`src/rtl/path_count_scheduler.sv`:
```
// Depth-first path counter: walks a DAG through the adjacency_map query/reply port
// and counts every distinct path from start_node to end_node using an on-chip LIFO.
// Latency: POP, CHECK, QUERY, map setup, then one cycle per child beat for each expanded node.
// Backpressure: query_valid waits for query_ready. reply_ready is high for the whole reply burst.
// Ports: clk/reset; start with start_node/end_node; query_valid/query_ready/query_data to the map;
//        reply_valid/reply_ready/reply_data/reply_last from the map; busy/done/overflow/path_count status.
module path_count_scheduler #(
  parameter int NODE_WIDTH  = 10,
  parameter int STACK_DEPTH = 256,
  parameter int COUNT_WIDTH = 48
) (
  input  logic                   clk,
  input  logic                   reset,
  input  logic                   start,
  input  logic [NODE_WIDTH-1:0]  start_node,
  input  logic [NODE_WIDTH-1:0]  end_node,
  input  logic                   query_ready,
  output logic                   query_valid,
  output logic [NODE_WIDTH-1:0]  query_data,
  input  logic                   reply_valid,
  input  logic [NODE_WIDTH-1:0]  reply_data,
  input  logic                   reply_last,
  output logic                   reply_ready,
  output logic                   busy,
  output logic                   done,
  output logic                   overflow,
  output logic [COUNT_WIDTH-1:0] path_count
);

  localparam int SP_W = $clog2(STACK_DEPTH) + 1;
  localparam int AW   = SP_W - 1;
  localparam logic [SP_W-1:0] SP_FULL = SP_W'(STACK_DEPTH);

  typedef enum logic [2:0] {
    S_IDLE,
    S_POP,
    S_CHECK,
    S_QUERY,
    S_RECV,
    S_DONE
  } state_t;

  state_t state, state_nx;

  logic [NODE_WIDTH-1:0] stack_mem [STACK_DEPTH];
  logic [SP_W-1:0]       sp;
  logic [SP_W-1:0]       sp_m1;
  logic [NODE_WIDTH-1:0] node_q;
  logic [NODE_WIDTH-1:0] target_q;
  logic                  stack_full;

  // Control strobes decoded by the FSM, applied by the datapath below.
  logic do_start, do_pop, do_hit, do_qload, do_push, do_drop;

  assign sp_m1      = sp - SP_W'(1);
  assign stack_full = (sp == SP_FULL);

  always_ff @(posedge clk or posedge reset) begin
    if (reset) state <= S_IDLE;
    else       state <= state_nx;
  end

  always_comb begin
    state_nx    = state;
    query_valid = 1'b0;
    reply_ready = 1'b0;
    busy        = 1'b0;
    done        = 1'b0;
    do_start    = 1'b0;
    do_pop      = 1'b0;
    do_hit      = 1'b0;
    do_qload    = 1'b0;
    do_push     = 1'b0;
    do_drop     = 1'b0;
    case (state)
      S_IDLE: begin
        if (start) begin
          do_start = 1'b1;
          state_nx = S_POP;
        end
      end
      S_DONE: begin
        done = 1'b1;
        if (start) begin
          do_start = 1'b1;
          state_nx = S_POP;
        end
      end
      S_POP: begin
        busy = 1'b1;
        if (sp == '0) begin
          state_nx = S_DONE;
        end else begin
          do_pop   = 1'b1;
          state_nx = S_CHECK;
        end
      end
      S_CHECK: begin
        busy = 1'b1;
        // The target is counted, never expanded.
        if (node_q == target_q) begin
          do_hit   = 1'b1;
          state_nx = S_POP;
        end else begin
          do_qload = 1'b1;
          state_nx = S_QUERY;
        end
      end
      S_QUERY: begin
        busy        = 1'b1;
        // The map latches on query_valid alone, so it must never rise without ready.
        query_valid = query_ready;
        if (query_ready) state_nx = S_RECV;
      end
      S_RECV: begin
        busy        = 1'b1;
        reply_ready = 1'b1;
        if (reply_valid) begin
          if (stack_full) do_drop = 1'b1;
          else            do_push = 1'b1;
          // After any dropped child the count is meaningless, so stop once the burst ends.
          if (reply_last) state_nx = (overflow || stack_full) ? S_DONE : S_POP;
        end
      end
      default: state_nx = S_IDLE;
    endcase
  end

  always_ff @(posedge clk or posedge reset) begin
    if (reset) begin
      sp         <= '0;
      target_q   <= '0;
      query_data <= '0;
      overflow   <= 1'b0;
      path_count <= '0;
    end else begin
      if (do_start) begin
        target_q   <= end_node;
        sp         <= SP_W'(1);
        overflow   <= 1'b0;
        path_count <= '0;
      end
      if (do_pop)   sp         <= sp_m1;
      if (do_push)  sp         <= sp + SP_W'(1);
      if (do_hit)   path_count <= path_count + COUNT_WIDTH'(1);
      if (do_qload) query_data <= node_q;
      if (do_drop)  overflow   <= 1'b1;
    end
  end

  // Stack storage and registered pop read; contents need no reset since sp gates validity.
  always_ff @(posedge clk) begin
    if (do_start)     stack_mem[0]          <= start_node;
    else if (do_push) stack_mem[sp[AW-1:0]] <= reply_data;
    if (do_pop)       node_q                <= stack_mem[sp_m1[AW-1:0]];
  end

endmodule

```
`config.mk`:
```
export PLATFORM = sky130hd
export DESIGN_NAME = path_count_scheduler
export DESIGN_NICKNAME = d
export VERILOG_FILES = /design/src/rtl/path_count_scheduler.sv
export SDC_FILE = /design/constraint.sdc
export NUM_CORES = 2
export LEC_CHECK = 0
export ABC_CLOCK_PERIOD_IN_PS = 9600
export BUFFER_PORTS_ARGS = -buffer_cell sky130_fd_sc_hd__buf_2
export CAP_MARGIN = 20
export CORE_MARGIN = 1
export CORE_UTILIZATION = 40
export CTS_BUF_LIST = sky130_fd_sc_hd__clkbuf_16
export DETAILED_ROUTE_END_ITERATION = 8
export HOLD_SLACK_MARGIN = 0.03
export MAX_ROUTING_LAYER = met4
export SLEW_MARGIN = 20
export SYNTH_ARGS = -nofsm -noshare
export SYNTH_HDL_FRONTEND = slang
export SYNTH_SLANG_ARGS = --single-unit
export TNS_END_PERCENT = 100
```
`constraint.sdc`:
```
create_clock -name clk -period 9.6 [get_ports clk]
set_clock_uncertainty 0.15 [all_clocks]
set_input_delay 0 -clock clk [delete_from_list [all_inputs] [get_ports clk]]
set_output_delay 0 -clock clk [all_outputs]
set_load 0.03 [all_outputs]
```
; After elaboration in Yosys (flattened, before gate mapping)
; Memories as Yosys holds them, arrays and structs flattened. A register that Yosys moved wholly into a read port is not among the register bits.
; Cells that the tools add are included.
[op_classes]
n_mux = 41
n_eq_ne = 11
bitwise_logic = 0
div = 0
n_reduce_logical = 10
n_shift = 0
n_addsub = 3
n_mul = 0
n_lt_le_gt_ge = 0
[op_table]
columns = cell, n
row1 = $mux 48, 2
row2 = $add 48x1->48 const B, 1
row3 = $mux 9, 3
row4 = $mux 1, 26
row5 = $mux 3, 6
row6 = $pmux 3 s5, 1
row7 = $eq 10x10->1, 1
row8 = $mux 10, 1
row9 = $reduce_or 10->1, 1
row10 = $add 9x1->9 const B, 1
row11 = $eq 9x9->1 const B, 1
row12 = $logic_not 9->1, 1
row13 = $sub 9x1->9 const B, 1
row14 = $mux 8, 1
row15 = $eq 3x2->1 const B, 2
row16 = $eq 3x3->1 const B, 2
row17 = $ne 2x2->1 const B, 3
row18 = $reduce_and 4->1, 1
row19 = $reduce_bool 2->1, 2
row20 = $reduce_or 4->1, 1
row21 = $eq 3x1->1 const B, 1
row22 = $logic_not 3->1, 1
row23 = $reduce_bool 3->1, 1
row24 = $mux 2, 1
row25 = other kinds (3), 3
[word_totals]
rom_bits = 0
ff_bits = 81
latchBits = 0
in_bits = 36
mem_count = 1
wordCells = 72
out_inout_bits = 63
ram_bits = 2560
[mem_list]
columns = memory, words, width, rd, rd_clocked_by_memory_dff, write_ports, line
row1 = stack_mem, 256, 10, 1, 1, 1, 45  ; logic [NODE_WIDTH-1:0] stack_mem [STACK_DEPTH];

; Logic depth before layout (Yosys ltp)
[logic_depth]
word_depth = 9
mapped_depth = 18
ltp_nobuf = 9

; Worst setup path before layout
; No wires, ideal clock.
[synth_timing]
path_kind = register to register
startpoint = register sp[0]
endpoint = memory stack_mem[0][0], data pin
path_buffers = 7
stages_incl_launch_ff = 14
synth_period_minus_slack_ps = 6906
required_time_ps = 8627
arrival_ps = 5933
setup_slack_ps = 2694
path_cell_list = dfrtp_1 -> inv_1 -> clkbuf_1 -> clkbuf_1 -> clkbuf_1 -> clkbuf_1 -> ha_1 -> and4_1 -> or2_1 -> buf_2 -> clkbuf_1 -> clkbuf_1 -> nand2_1 -> nand2_1
[synth_between]
elab_chain_cells = 9
[synth_rtl]
columns = element, line
row1 = start: declaration, 46  ; logic [SP_W-1:0] sp;
row2 = start signal: assignment, 143  ; if (do_pop) sp <= sp_m1;
row3 = start signal: assignment, 144  ; if (do_push) sp <= sp + SP_W'(1);
row4 = $eq 9x9->1, 56  ; assign stack_full = (sp == SP_FULL);
row5 = $mux 1, 119  ; if (stack_full) do_drop = 1'b1;
row6 = $mux 1, 118  ; if (reply_valid) begin
row7 = $mux 1, 75  ; case (state)
row8 = $mux 1, 154  ; else if (do_push) stack_mem[sp[AW-1:0]] <= reply_data;
row9 = $mux 1, 153  ; if (do_start) stack_mem[0] <= start_node;
row10 = $mux 1 (not written as such), 154
row11 = $reduce_or 10->1 (no source line), --
row12 = $mux 10 (no source line), --
row13 = end: declaration, 45
; Every way passes these cells.

; Worst setup path after layout
[layout_timing]
startpoint = register sp[0]
endpoint = register node_q[9], read port of stack_mem, data pin
[layout_between]
elab_chain_cells = 3
[layout_rtl]
columns = element, line
row1 = branches (longest 3 deep; another with $sub 9x1->9), --
row2 = end: declaration, 48  ; logic [NODE_WIDTH-1:0] node_q;
; Several ways; the timed one is not identified.
; A chain may end at the register's enable or synchronous reset.

==> impl_results.md <==
- DRC viols: 0
- End of the worst hold path: stack_mem[162][7]$_DFFE_PP_
- Final Critical Period: 5920 ps
- Final setup viols: 0
- I/O pin total: 99
- Setup TNS: 0 ps
- RSZ-0062 raised after global routing: false
- Initial antenna violation count: 10
- First-pass GRT wire length: 413000 um
- Slew margin rel.: 0.166
- Data arrival time of the worst path: 6550 ps
- Routed Antenna Nets: 0
- Worst reg-to-reg setup slack: 3680 ps
- Worst-path clk slew: 70 ps
- Netlist cell types: 66
- Vias per std cell: 5.79
- Max Cap Violations: 0
- Reg-to-Reg Start: sp[0]$_DFFE_PP0P_
- Area Growth Syn to Fin: 13.7%
- Worst Setup Start Kind: flop
- Register Area: 79200 sq um
- Outcome: finished, final reports clean
- GR Overflow Total: 0
- CP Class: reg2reg
- Worst hold stages: 3
- FF-to-FF path depth: 11
- First-pass detailed-route iteration total: 6
- Final #Nets: 6584
- Leak: 0.0408 uW
- Count of final hold-check violations: 0
- Flops & latches, synth: 2651
- Gp weighted congestion: 0.865
- Util after Layout: 0.458
- Final hold slack: 100 ps
- Max-slew violations: 0
- Syn Area/Cell: 16.7 sq um
- Synthesized Nets: 6394
- CTS tree: built
- Total Routing Usage GR: 0.219
- Setup bufs post-CTS: 0
- RR Endpoint: node_q[9]$_DFFE_PP_
- Hold wc startpoint: start_node[7]
- Max stage delay cell, worst path: o2111ai_1
- Worst-Skew Late Latency: 920 ps
- Most frequent CP cell: o2111ai_1
- Detailed-route wire length: 290000 um
- WP data required: 10230 ps
- Fillers: 22300
- Largest net degree at the start of global routing: 195
- Die Y: 517 um
- Register area share after synthesis: 0.748
- Worst Setup End Kind: flop
- WL/cell: 28.3 um
- Peak Freq: 0.169 GHz
- Pwr/cell area: 323 nW/um^2
- Setup WS pre-CTS: 4010 ps
- Setup ws final: 3680 ps
- Worst vdd ir: 0.543 mV
- Yosys warnings: 0
- Starting density of the core: 0.403
- Async set-or-reset flop fraction in the synthesized netlist: 0.0306
- Post-DP HPWL: 165000 um
- IO buf count: 98
- Clk buf depth: 4
- Multi-input gate area: 25300 sq um
- Die ar.: 267000 sq um
- Worst-path fanout max: 84
- Worst-path cell chain: inv_6, ha_1, xor2_4, buf_12, nand2_2, buf_4, o22ai_1, o21ai_0, o2111ai_1, o2111ai_1, o41a_1
- CTS sink count: 2651
- Final Cycle Share: 0.617
- Cells after Synth: 6354
- Main flop type after synthesis: edfxtp_1
- Root buffer cell: clkbuf_16
- Core ar.: 263000 sq um
- Iteration-0 DRC Markers: 6938
- Layout cells sized above 1: 0.133
- Hold Crit Class: in2reg
- CP peak stage delay: 920 ps
- Post-synth EDFFs: 2570
- Htree depth: 5
- CTS buffer count: 290
- Worst slew pin tran: 1250 ps
- Rows: 188
- Vias in the first global route: 57200
- Die width: 517 um
- Via count: 59300
- Synthesized cell area: 106000 sq um
[cell type report]
type / count / share of cell area
sequential: 2651 / 0.658
multi-input combinational: 3266 / 0.210
clock buffer: 296 / 0.0615
tap: 3515 / 0.0365
timing repair buffer: 322 / 0.0234
clock inverter: 184 / 0.0101
inverter: 13 / 0.000457
antenna: 6 / 0.000125
[metal layers]
layer  up-vias  track usage  part of all wire
met5         -            -                 0
met4         0       0.0665             0.030
met1     30800        0.296              0.42
li1      25700            -                 -
met3       486       0.0389             0.076
met2      2381        0.337              0.47
[worst max-delay path: cells and delay by family, from the launching register on]
kind	cells	cell delay, ps
and+or+nand+nor	1	180
DFF	1	660
AOI/OAI and AO/OA	5	2630
adders and majority gates	1	450
xor gates and xnor gates	1	310
buffers and inverters	3	1230
[synth_stat cells (74+ instances only)]
library cell / number / share of area
a21oi_1: 108 / 0.0051
a22oi_1: 350 / 0.025
buf_2: 173 / 0.0082
clkbuf_1: 205 / 0.0073
dfrtp_1: 81 / 0.019
edfxtp_1: 2570 / 0.73
mux2_2: 158 / 0.017
mux2i_1: 1132 / 0.11
nand2_1: 170 / 0.0060
nand3_1: 435 / 0.021
nor2_1: 292 / 0.010
o22ai_1: 74 / 0.0044
[how the worst max path moves through the flow]
stage	startpoint	to	slack (ps)	cells after the start
global route	sp[0]$_DFFE_PP0P_	node_q[0]$_DFFE_PP_	3660	11
floorplan	sp[0]$_DFFE_PP0P_	stack_mem[0][0]$_DFFE_PP_	2690	13
detailed placement	sp[0]$_DFFE_PP0P_	node_q[9]$_DFFE_PP_	4010	11
global placement	sp[0]$_DFFE_PP0P_	node_q[7]$_DFFE_PP_	3960	11
CTS	sp[0]$_DFFE_PP0P_	node_q[0]$_DFFE_PP_	4000	11
finish	sp[0]$_DFFE_PP0P_	node_q[9]$_DFFE_PP_	3680	11
[metrics by stage]
step                cells  cell area, sq um  power, uW
global placement     9678            111000      28400
finish              10300            120000      38900
detailed placement   9682            111000      28500
floorplan            6354            106000      23400
global route        10300            120000      40100
CTS                 10200            120000      38900
[placed cells by master (no fill, tap or decap), types with 19 or more instances in the layout]
cell type and instances:
nand3_1 428, mux2_2 158, dlygate4sd3_1 75, o22ai_1 74, buf_2 98, dfrtp_1 80
nor4_1 19, a211oi_1 38, a41oi_1 70, nor2_2 74, nor2_1 216, inv_1 71
o31ai_1 19, o211ai_1 20, buf_4 115, nand4_1 41, a2111oi_0 32, a21o_1 39
a22oi_1 350, a21oi_1 107, clkbuf_16 296, edfxtp_1 2570, clkinv_2 33, nand2_1 145
clkinv_1 63, nor2b_1 22, buf_12 26, o21ai_0 56, mux2i_1 1132, o2111ai_1 19
[cells by family after synthesis]
group / share of synthesized area
muxes: 0.124
and+or+nand+nor: 0.0462
xor gates and xnor gates: 0.00204
adders and majority gates: 0.000473
DFF: 0.748
AOI/OAI and AO/OA: 0.0617
buffers and inverters: 0.0179
[registers in the layout (all words and copies together) (netlist names)]
| signal | flops |
|---|---|
| query_data | 10 |
| path_count | 48 |
| node_q | 10 |
| sp | 9 |
| overflow | 1 |
| stack_mem | 2560 |
| state | 3 |
| target_q | 10 |
[report_power, final]
| part | internal (uW) | switching (uW) |
|---|---|---|
| sequential | 13000 | 175 |
| combinational | 5470 | 9910 |
| clock | 5970 | 4400 |
| total | 24400 | 14500 |
[what timing repair did]
action | in CTS | in global routing
hold buffers | 82 | 0
hold endpoints to repair | 574 | 0
gates resized for setup | 0 | 0
(Power assumes the default switching activity.)
